--- src/rtl/alu_issue_if.sv ---
// Upstream request and downstream result handshakes of the ALU issue stage.
interface alu_issue_if #(
  parameter int unsigned L = 16,
  parameter int unsigned P = 0
);
  logic         InValid;
  logic         InReady;
  logic [P:0]   InOperation;
  logic [L-1:0] InB;
  logic [L-1:0] InC;
  logic [2:0]   InDest;
  logic         OutValid;
  logic         OutReady;
  logic [L-1:0] OutRes;
  logic [2:0]   OutDest;

  modport master (
    output InValid, InOperation, InB, InC, InDest, OutReady,
    input  InReady, OutValid, OutRes, OutDest
  );

  modport slave (
    input  InValid, InOperation, InB, InC, InDest, OutReady,
    output InReady, OutValid, OutRes, OutDest
  );
endinterface

--- src/rtl/alu_issue_stage.sv ---
// Issue/capture stage around the combinational ALU: holds operands for SETTLE cycles,
// captures the result for writeback and owns the architectural flags register.
module alu_issue_stage #(
  parameter int unsigned L      = 16,
  parameter int unsigned P      = 0,
  parameter int unsigned SETTLE = 2
) (
  input  logic         Clk,
  input  logic         Reset_n,
  alu_issue_if.slave   bus,
  output logic [P:0]   AluOperation,
  output logic [L-1:0] AluB,
  output logic [L-1:0] AluC,
  output logic [L-1:0] AluFlagsIn,
  input  logic [L-1:0] AluRes,
  input  logic [L-1:0] AluFlagsOut,
  output logic [L-1:0] Flags,
  input  logic         FlagsClear
);

  localparam int unsigned CW = 4;
  localparam logic [CW-1:0] COUNT_LOAD = CW'(SETTLE - 1);

  typedef enum logic [1:0] {
    IDLE = 2'd0,
    EXEC = 2'd1,
    DONE = 2'd2
  } state_t;

  state_t        state;
  state_t        state_n;
  logic [CW-1:0] count;
  logic          in_ready_c;
  logic          accept_c;
  logic          capture_c;
  logic          handoff_c;

  // State register
  always_ff @(posedge Clk or negedge Reset_n) begin
    if (!Reset_n) state <= IDLE;
    else          state <= state_n;
  end

  // Next state and handshake decode
  always_comb begin
    state_n    = state;
    in_ready_c = 1'b0;
    capture_c  = 1'b0;
    handoff_c  = 1'b0;
    case (state)
      IDLE: in_ready_c = 1'b1;
      EXEC: begin
        if (count == '0) begin
          capture_c = 1'b1;
          state_n   = DONE;
        end
      end
      DONE: begin
        if (bus.OutReady) begin
          in_ready_c = 1'b1;
          handoff_c  = 1'b1;
          state_n    = IDLE;
        end
      end
      default: state_n = IDLE;
    endcase
    accept_c = bus.InValid & in_ready_c;
    if (accept_c) state_n = EXEC;
  end

  assign bus.InReady = in_ready_c;
  assign AluFlagsIn  = Flags;

  // Operand/tag latch, settle counter and result capture
  always_ff @(posedge Clk or negedge Reset_n) begin
    if (!Reset_n) begin
      AluOperation <= '0;
      AluB         <= '0;
      AluC         <= '0;
      bus.OutDest  <= '0;
      bus.OutRes   <= '0;
      bus.OutValid <= 1'b0;
      count        <= '0;
    end else begin
      if (accept_c) begin
        AluOperation <= bus.InOperation;
        AluB         <= bus.InB;
        AluC         <= bus.InC;
        bus.OutDest  <= bus.InDest;
        count        <= COUNT_LOAD;
      end else if (state == EXEC && count != '0) begin
        count <= count - CW'(1);
      end
      if (capture_c) begin
        bus.OutRes   <= AluRes;
        bus.OutValid <= 1'b1;
      end else if (handoff_c) begin
        bus.OutValid <= 1'b0;
      end
    end
  end

  // Flags register; a clear beats a coincident capture
  always_ff @(posedge Clk or negedge Reset_n) begin
    if (!Reset_n)       Flags <= '0;
    else if (FlagsClear) Flags <= '0;
    else if (capture_c)  Flags <= AluFlagsOut;
  end

endmodule
--- src/flat_wrapper.sv ---
// flat-port wrapper written by rule: the top's interface ports become plain ports
module alu_issue_stage_flat 
#(
  parameter int unsigned L      = 16,
  parameter int unsigned P      = 0,
  parameter int unsigned SETTLE = 2
)
  (Clk, Reset_n, AluOperation, AluB, AluC, AluFlagsIn, AluRes, AluFlagsOut, Flags, FlagsClear, bus_InValid, bus_InOperation, bus_InB, bus_InC, bus_InDest, bus_OutReady, bus_InReady, bus_OutValid, bus_OutRes, bus_OutDest);
  alu_issue_if #(.L(L), .P(P)) bus_i ();
  input  logic Clk;
  input  logic Reset_n;
  output logic [P:0] AluOperation;
  output logic [L-1:0] AluB;
  output logic [L-1:0] AluC;
  output logic [L-1:0] AluFlagsIn;
  input  logic [L-1:0] AluRes;
  input  logic [L-1:0] AluFlagsOut;
  output logic [L-1:0] Flags;
  input  logic FlagsClear;
  input wire logic [$bits(bus_i.InValid)-1:0] bus_InValid;
  input wire logic [$bits(bus_i.InOperation)-1:0] bus_InOperation;
  input wire logic [$bits(bus_i.InB)-1:0] bus_InB;
  input wire logic [$bits(bus_i.InC)-1:0] bus_InC;
  input wire logic [$bits(bus_i.InDest)-1:0] bus_InDest;
  input wire logic [$bits(bus_i.OutReady)-1:0] bus_OutReady;
  output wire logic [$bits(bus_i.InReady)-1:0] bus_InReady;
  output wire logic [$bits(bus_i.OutValid)-1:0] bus_OutValid;
  output wire logic [$bits(bus_i.OutRes)-1:0] bus_OutRes;
  output wire logic [$bits(bus_i.OutDest)-1:0] bus_OutDest;
  assign bus_i.InValid = bus_InValid;
  assign bus_i.InOperation = bus_InOperation;
  assign bus_i.InB = bus_InB;
  assign bus_i.InC = bus_InC;
  assign bus_i.InDest = bus_InDest;
  assign bus_i.OutReady = bus_OutReady;
  assign bus_InReady = bus_i.InReady;
  assign bus_OutValid = bus_i.OutValid;
  assign bus_OutRes = bus_i.OutRes;
  assign bus_OutDest = bus_i.OutDest;
  alu_issue_stage #(.L(L), .P(P), .SETTLE(SETTLE)) u_core (.Clk(Clk), .Reset_n(Reset_n), .bus(bus_i), .AluOperation(AluOperation), .AluB(AluB), .AluC(AluC), .AluFlagsIn(AluFlagsIn), .AluRes(AluRes), .AluFlagsOut(AluFlagsOut), .Flags(Flags), .FlagsClear(FlagsClear));
endmodule
--- config.mk ---
export PLATFORM = sky130hd
export DESIGN_NAME = alu_issue_stage_flat
export DESIGN_NICKNAME = d
export VERILOG_FILES = /design/src/rtl/alu_issue_if.sv /design/src/rtl/alu_issue_stage.sv /design/src/flat_wrapper.sv
export SDC_FILE = /design/constraint.sdc
export NUM_CORES = 1
export LEC_CHECK = 0
export CORE_MARGIN = 5
export CORE_UTILIZATION = 38
export CTS_CLUSTER_SIZE = 40
export DETAILED_ROUTE_END_ITERATION = 8
export PLACE_DENSITY = 0.83
export SLEW_MARGIN = 20
export SYNTH_ARGS = -nofsm -noshare
export SYNTH_HDL_FRONTEND = slang
export SYNTH_SLANG_ARGS = --single-unit
--- constraint.sdc ---
create_clock -name Clk -period 4.5 [get_ports Clk]
set_clock_uncertainty 0.1 [all_clocks]
set_input_delay 0.675 -clock Clk [delete_from_list [all_inputs] [get_ports Clk]]
set_output_delay 0.675 -clock Clk [all_outputs]
set_load 0.05 [all_outputs]
==> results.json <==
{
  "viasPerCell": 4.653,
  "clock-sinks": 75,
  "std_cell_rows": 33,
  "firstDrtPassIters": 4,
  "finalWirelength_um": 7709,
  "grt_max_degree": 76,
  "antennaDiodeCount": 0,
  "seq_area_frac_synth_pct": 58.32,
  "grt_first_pass_wirelength_um": 12260,
  "finalHoldViolations": 0,
  "critPathKind": "in -> out",
  "die_x_um": 102.0,
  "drive_gt1_share_pct": 19.11,
  "worst_ep_arrival_time_ns": 2.38,
  "area_growth_pct": 54.12,
  "maxSlewViolCount": 0,
  "p_switching_mw": 1.900,
  "p_sw_share_pct": 47.37,
  "vdd_ir_drop_max_v": 0.0004055,
  "synth_nets": 307,
  "gp_congestion": 0.7577,
  "fin_crit_sh_pct": 70.10,
  "grt_pass1_vias": 2449,
  "clkLatencyLatePin_ns": 0.33,
  "synth_simple_gate_area_share_pct": 9.448,
  "rsz0062_at_grt": "no",
  "finalSetupTns_ns": 0,
  "cts_buffers": 9,
  "internal_power_mw": 2.111,
  "fin_nets": 452,
  "ant_nets": 0,
  "synth_compound_area_share_pct": 1.322,
  "crit_fanout": 5,
  "antenna_found_initial": 0,
  "synth_top_cell_area_share_pct": 58.32,
  "drcViolationCount": 0,
  "synth_seq_cells": 75,
  "synthXorXnorAreaFrac_pct": 0,
  "num_io_pins": 159,
  "worst_pin_slew_ns": 0.9462,
  "clockPowerShare_pct": 12.6,
  "status": "completed",
  "start_util_pct": 39.17,
  "drv_cap": 0,
  "drt_iter0_drc": 71,
  "post_cts_resized": 0,
  "synth_top_family_by_area": "multiplexers",
  "seqPwrFrac_pct": 28.4,
  "synthTopCellsByCount": "dfrtp_1 (75), mux2_2 (51), nand2b_1 (35)",
  "cts.path.max_buffers": 2,
  "pwr-share-comb_pct": 59.0,
  "yosys.area_share.adder_pct": 0.7776,
  "routedWlPerCell_um": 15.83,
  "htree_levels": 3,
  "avgSynthCellArea_um2": 13.87,
  "power.density_nw_per_um2": 808.7,
  "ys_async_sr_fraction_pct": 100.0,
  "yosysTopAreaCell": "dfrtp_1",
  "worst_hold_path_type": "in -> async",
  "synth.area.top_cells": "dfrtp_1 (58%), mux2_2 (18%), nand2b_1 (6.8%)",
  "hpwlAfterDp_um": 5730,
  "yosys.cell_types.count": 24,
  "io_buffer_count": 158,
  "hold_buffers": 0,
  "p_leak_nw": 2.039,
  "root_buffer": "clkbuf_8",
  "required_ns": 3.72,
  "grt-ovfl-total": 0,
  "worst_slack_ns": 1.345,
  "cp-start-kind": "input pin",
  "synth-edff-count": 0,
  "syn_area_um2": 3218,
  "synthCells": 232,
  "place_ws_ns": 1.371,
  "track_usage_pct": 15.00,
  "critPathCaptureType": "primary output",
  "vias": 2266,
  "ys.flop_type": "dfrtp_1",
  "synth_warnings": 0,
  "fp.dieH_um": 102.0,
  "max_freq_ghz": 0.3170,
  "fill_cells": 660,
  "cts_tree": "built",
  "path_clk_slew_ns": 0.08,
  "min_period_ns": 3.155,
  "dieArea_um2": 10410,
  "post-cts-setup-buffers": 0,
  "coreArea_um2": 8217,
  "setup_viol": 0,
  "synth_most_common_cell": "dfrtp_1",
  "synth_mux_area_share_pct": 24.18,
  "maxSlewHeadroom_pct": 36.92
}
worst max-delay path, stage by stage:
cell and delay, ns:
clkdlybuf4s50_1 0.49, nand2b_1 0.20, nor2b_1 0.17, clkdlybuf4s50_1 0.84
state kept, by name, indices dropped and copies added, names as in the netlist:
name                 cells
u_core.AluB             16
u_core.AluC             16
u_core.AluFlagsIn       16
u_core.AluOperation      1
u_core.bus.OutDest       3
u_core.bus.OutRes       16
u_core.bus.OutValid      1
u_core.count             4
u_core.state             2
final timing paths:
| kind | from | end | slack, ns | cells past startpoint |
|---|---|---|---|---|
| setup / recovery | bus_OutReady | bus_InReady | 1.35 | 4 |
| hold / removal | Reset_n | u_core.AluB[1] | 0.37 | 1 |
| setup reg to reg | u_core.count[0] | u_core.AluFlagsIn[7] | 2.20 | 6 |
| hold reg to reg | u_core.bus.OutValid | u_core.bus.OutValid | 0.39 | 1 |
| max in group asynchronous | Reset_n | u_core.AluFlagsIn[9] | 3.31 | 1 |
| min in group Clk | u_core.bus.OutValid | u_core.bus.OutValid | 0.39 | 1 |
power by group through the flow:
stage                     registers [mW]  logic, mW  clock network, mW
after floorplan                     2.09      0.676                  0
after global placement              1.13       2.36                  0
after detailed placement            1.15       2.39                  0
after CTS                           1.14       2.40              0.527
after global routing                1.18       2.48              0.556
final                               1.14       2.37              0.507
cell usage in the layout, fill, tap and decap left out:
cell type	n
bufinv_16	1
mux2_2	51
a21oi_1	2
inv_1	4
a21o_1	1
nor3_4	1
nand2b_1	35
nand4b_1	1
nor3b_1	1
mux2i_1	17
nand2_1	2
clkbuf_8	9
clkinv_4	1
nor2_1	1
nor2b_1	2
nor4_1	1
o21ai_0	2
clkinv_2	3
clkinvlp_4	2
mux2_1	3
dfrtp_1	75
nand3b_1	1
ha_1	2
buf_4	3
nor2b_2	1
clkdlybuf4s50_1	157
a21boi_0	2
or2_2	1
kinds of logic after synthesis:
family                   after synthesis
flip-flops                            75
multiplexers                          71
AND/OR/NAND/NOR                       47
buffers and inverters                 30
AO/OA/AOI/OAI                          7
adder cells (fa/ha/maj)                2
stage by stage:
| stage | hold slack (ns) | total power, mW | instance area [µm²] | cells | utilization (%) |
|---|---|---|---|---|---|
| 6_report | 0.3696 | 4.011 | 4960 | 487 | 60.36 |
| 5_1_grt | 0.4219 | 4.213 | 4960 | 487 | 60.36 |
| 3_3_place_gp | 0.3628 | 3.485 | 4767 | 471 | 58.02 |
| 3_5_place_dp | 0.3755 | 3.543 | 4767 | 471 | 58.02 |
| 2_1_floorplan | 0.2794 | 2.762 | 3218 | 232 | - |
| 4_1_cts | 0.3935 | 4.065 | 4960 | 487 | 60.36 |
metal layers:
metal  vias up  wire length (µm)  global-route usage (%)
met5         -                 0                       0
met4         0                93                   5.348
met3        10               753                   5.734
met2        90              3967                   24.99
met1      1112              2894                   17.73
li1       1054                 -                       -
final cells by class:
class / count / area (µm²) / area share [%]
Clock buffer: 9 / 123.9 / 2.497
Inverter: 4 / 15.01 / 0.3027
Clock inverter: 7 / 68.82 / 1.387
Sequential cell: 75 / 1877 / 37.84
Tap cell: 105 / 131.4 / 2.649
Multi-Input combinational cell: 127 / 1150 / 23.18
Timing Repair Buffer: 160 / 1594 / 32.14
(Power assumes the default switching activity.)
==> RTL change (config.mk and constraints unchanged) <==
`L` is set to 16 in 3 places; all go to 8.
--- a/src/rtl/alu_issue_if.sv
+++ b/src/rtl/alu_issue_if.sv
@@ -1,5 +1,5 @@
 // Upstream request and downstream result handshakes of the ALU issue stage.
 interface alu_issue_if #(
-  parameter int unsigned L = 16,
+  parameter int unsigned L = 8,
   parameter int unsigned P = 0
 );
--- a/src/rtl/alu_issue_stage.sv
+++ b/src/rtl/alu_issue_stage.sv
@@ -2,5 +2,5 @@
 // captures the result for writeback and owns the architectural flags register.
 module alu_issue_stage #(
-  parameter int unsigned L      = 16,
+  parameter int unsigned L      = 8,
   parameter int unsigned P      = 0,
   parameter int unsigned SETTLE = 2
--- a/src/flat_wrapper.sv
+++ b/src/flat_wrapper.sv
@@ -2,5 +2,5 @@
 module alu_issue_stage_flat 
 #(
-  parameter int unsigned L      = 16,
+  parameter int unsigned L      = 8,
   parameter int unsigned P      = 0,
   parameter int unsigned SETTLE = 2
Ports: changed (9 resized); port bits go from 159 to 87. No check against the original RTL was run, so the function may have changed too.
==> RTL change against the unedited design <==
Worst setup slack improved by 210 ps; sequential cell count shrank 32; hold slack improved by 31 ps; power is 44% lower; highest routed layer unchanged; sequential share of layout area is 0.95 points higher; critical path type unchanged; synthesized area decreased by 43%; routed wire length down 46%; design area fell by 44%.
==> RTL change: results (changes against the unedited design) <==
[synthesis]
yosys-mux-area-fraction_pct=17.7  ; -6.5 points
yosys-top-cells-area=dfrtp_1 (58%), mux2_2 (16%), a21oi_1 (3.2%)
yosysSeqAreaShare_pct=58.2  ; -0.094 points
synthAdderAreaFrac_pct=1.35  ; +0.58 points

[hold_path]
hp-class=register to register

[place]
portBuffers=86  ; -46%
pre_cts_ws_ps=1560  ; +186 ps
place_congestion=0.716  ; -5.5%
dpl_cell_area_sq_um=2690  ; -44%
dp_hpwl_mm=3.05  ; -47%

[cts]
cts_max_level=2  ; -1
cts_made_buffers=5  ; -4

[detailed_routing]
routed_wl_mm=4.14  ; -46%
detail_route.iter0.violations=43  ; -39%
wl_per_cell_microns=14.2  ; -10%

[global_route]
gr-usage-met3_pct=5.64  ; -0.090 points
met1_usage_pct=15.4  ; -2.3 points
grt_pass1_wl_mm=6.80  ; -45%
grt.met2_usage_pct=23.1  ; -1.9 points

[finish]
fin_area_sq_um=2770  ; -44%
final_nets=266  ; -41%
num-multi-input-gates=82  ; -35%
fillers=404  ; -39%
clkCellAreaFrac_pct=2.93  ; -0.95 points
nClkBuffers=7  ; -2
multi_input_area_share_pct=23.7  ; +0.54 points
n_all_inverters=5  ; +1

[pwr]
p_switching_mw=1.08  ; -43%
combPwrFrac_pct=60.8  ; +1.8 points
ir_drop_v=0.000354  ; -13%
p_leak_nw=1.14  ; -44%

[worst_setup_path]
path_max_fanout=3  ; -2

[run_status]
status=completed

## RTL change: changes by cell type in the layout (fill, tap and decap cells not counted), sizes merged, moves of 8 or more
cell           delta
a21oi            +10
clkdlybuf4s50    -72
dfrtp            -32
mux2             -25
mux2i            -17
nand2b           -32
nand3             +8
o21ai             +9
## RTL change: path summary, 6_finish.rpt
path,startpoint,endpoint,slack [ps],depth (start not counted)
setup / recovery,bus_OutReady,bus_InReady,1550,4
hold / removal,u_core.AluB[0],u_core.AluB[0],400,1
setup reg to reg,u_core.count[0],u_core.bus.OutRes[1],2530,5
hold reg to reg,u_core.AluB[0],u_core.AluB[0],400,1
max in group asynchronous,Reset_n,u_core.AluC[3],3280,1
min in group asynchronous,Reset_n,u_core.bus.OutRes[4],440,1
## RTL change: per-layer routing
metal | vias to the layer above | wire length [microns]
li1 | 650 | -
met1 | 685 | 1600
met2 | 60 | 2080
met3 | 2 | 438
met4 | 0 | 19
met5 | - | 0
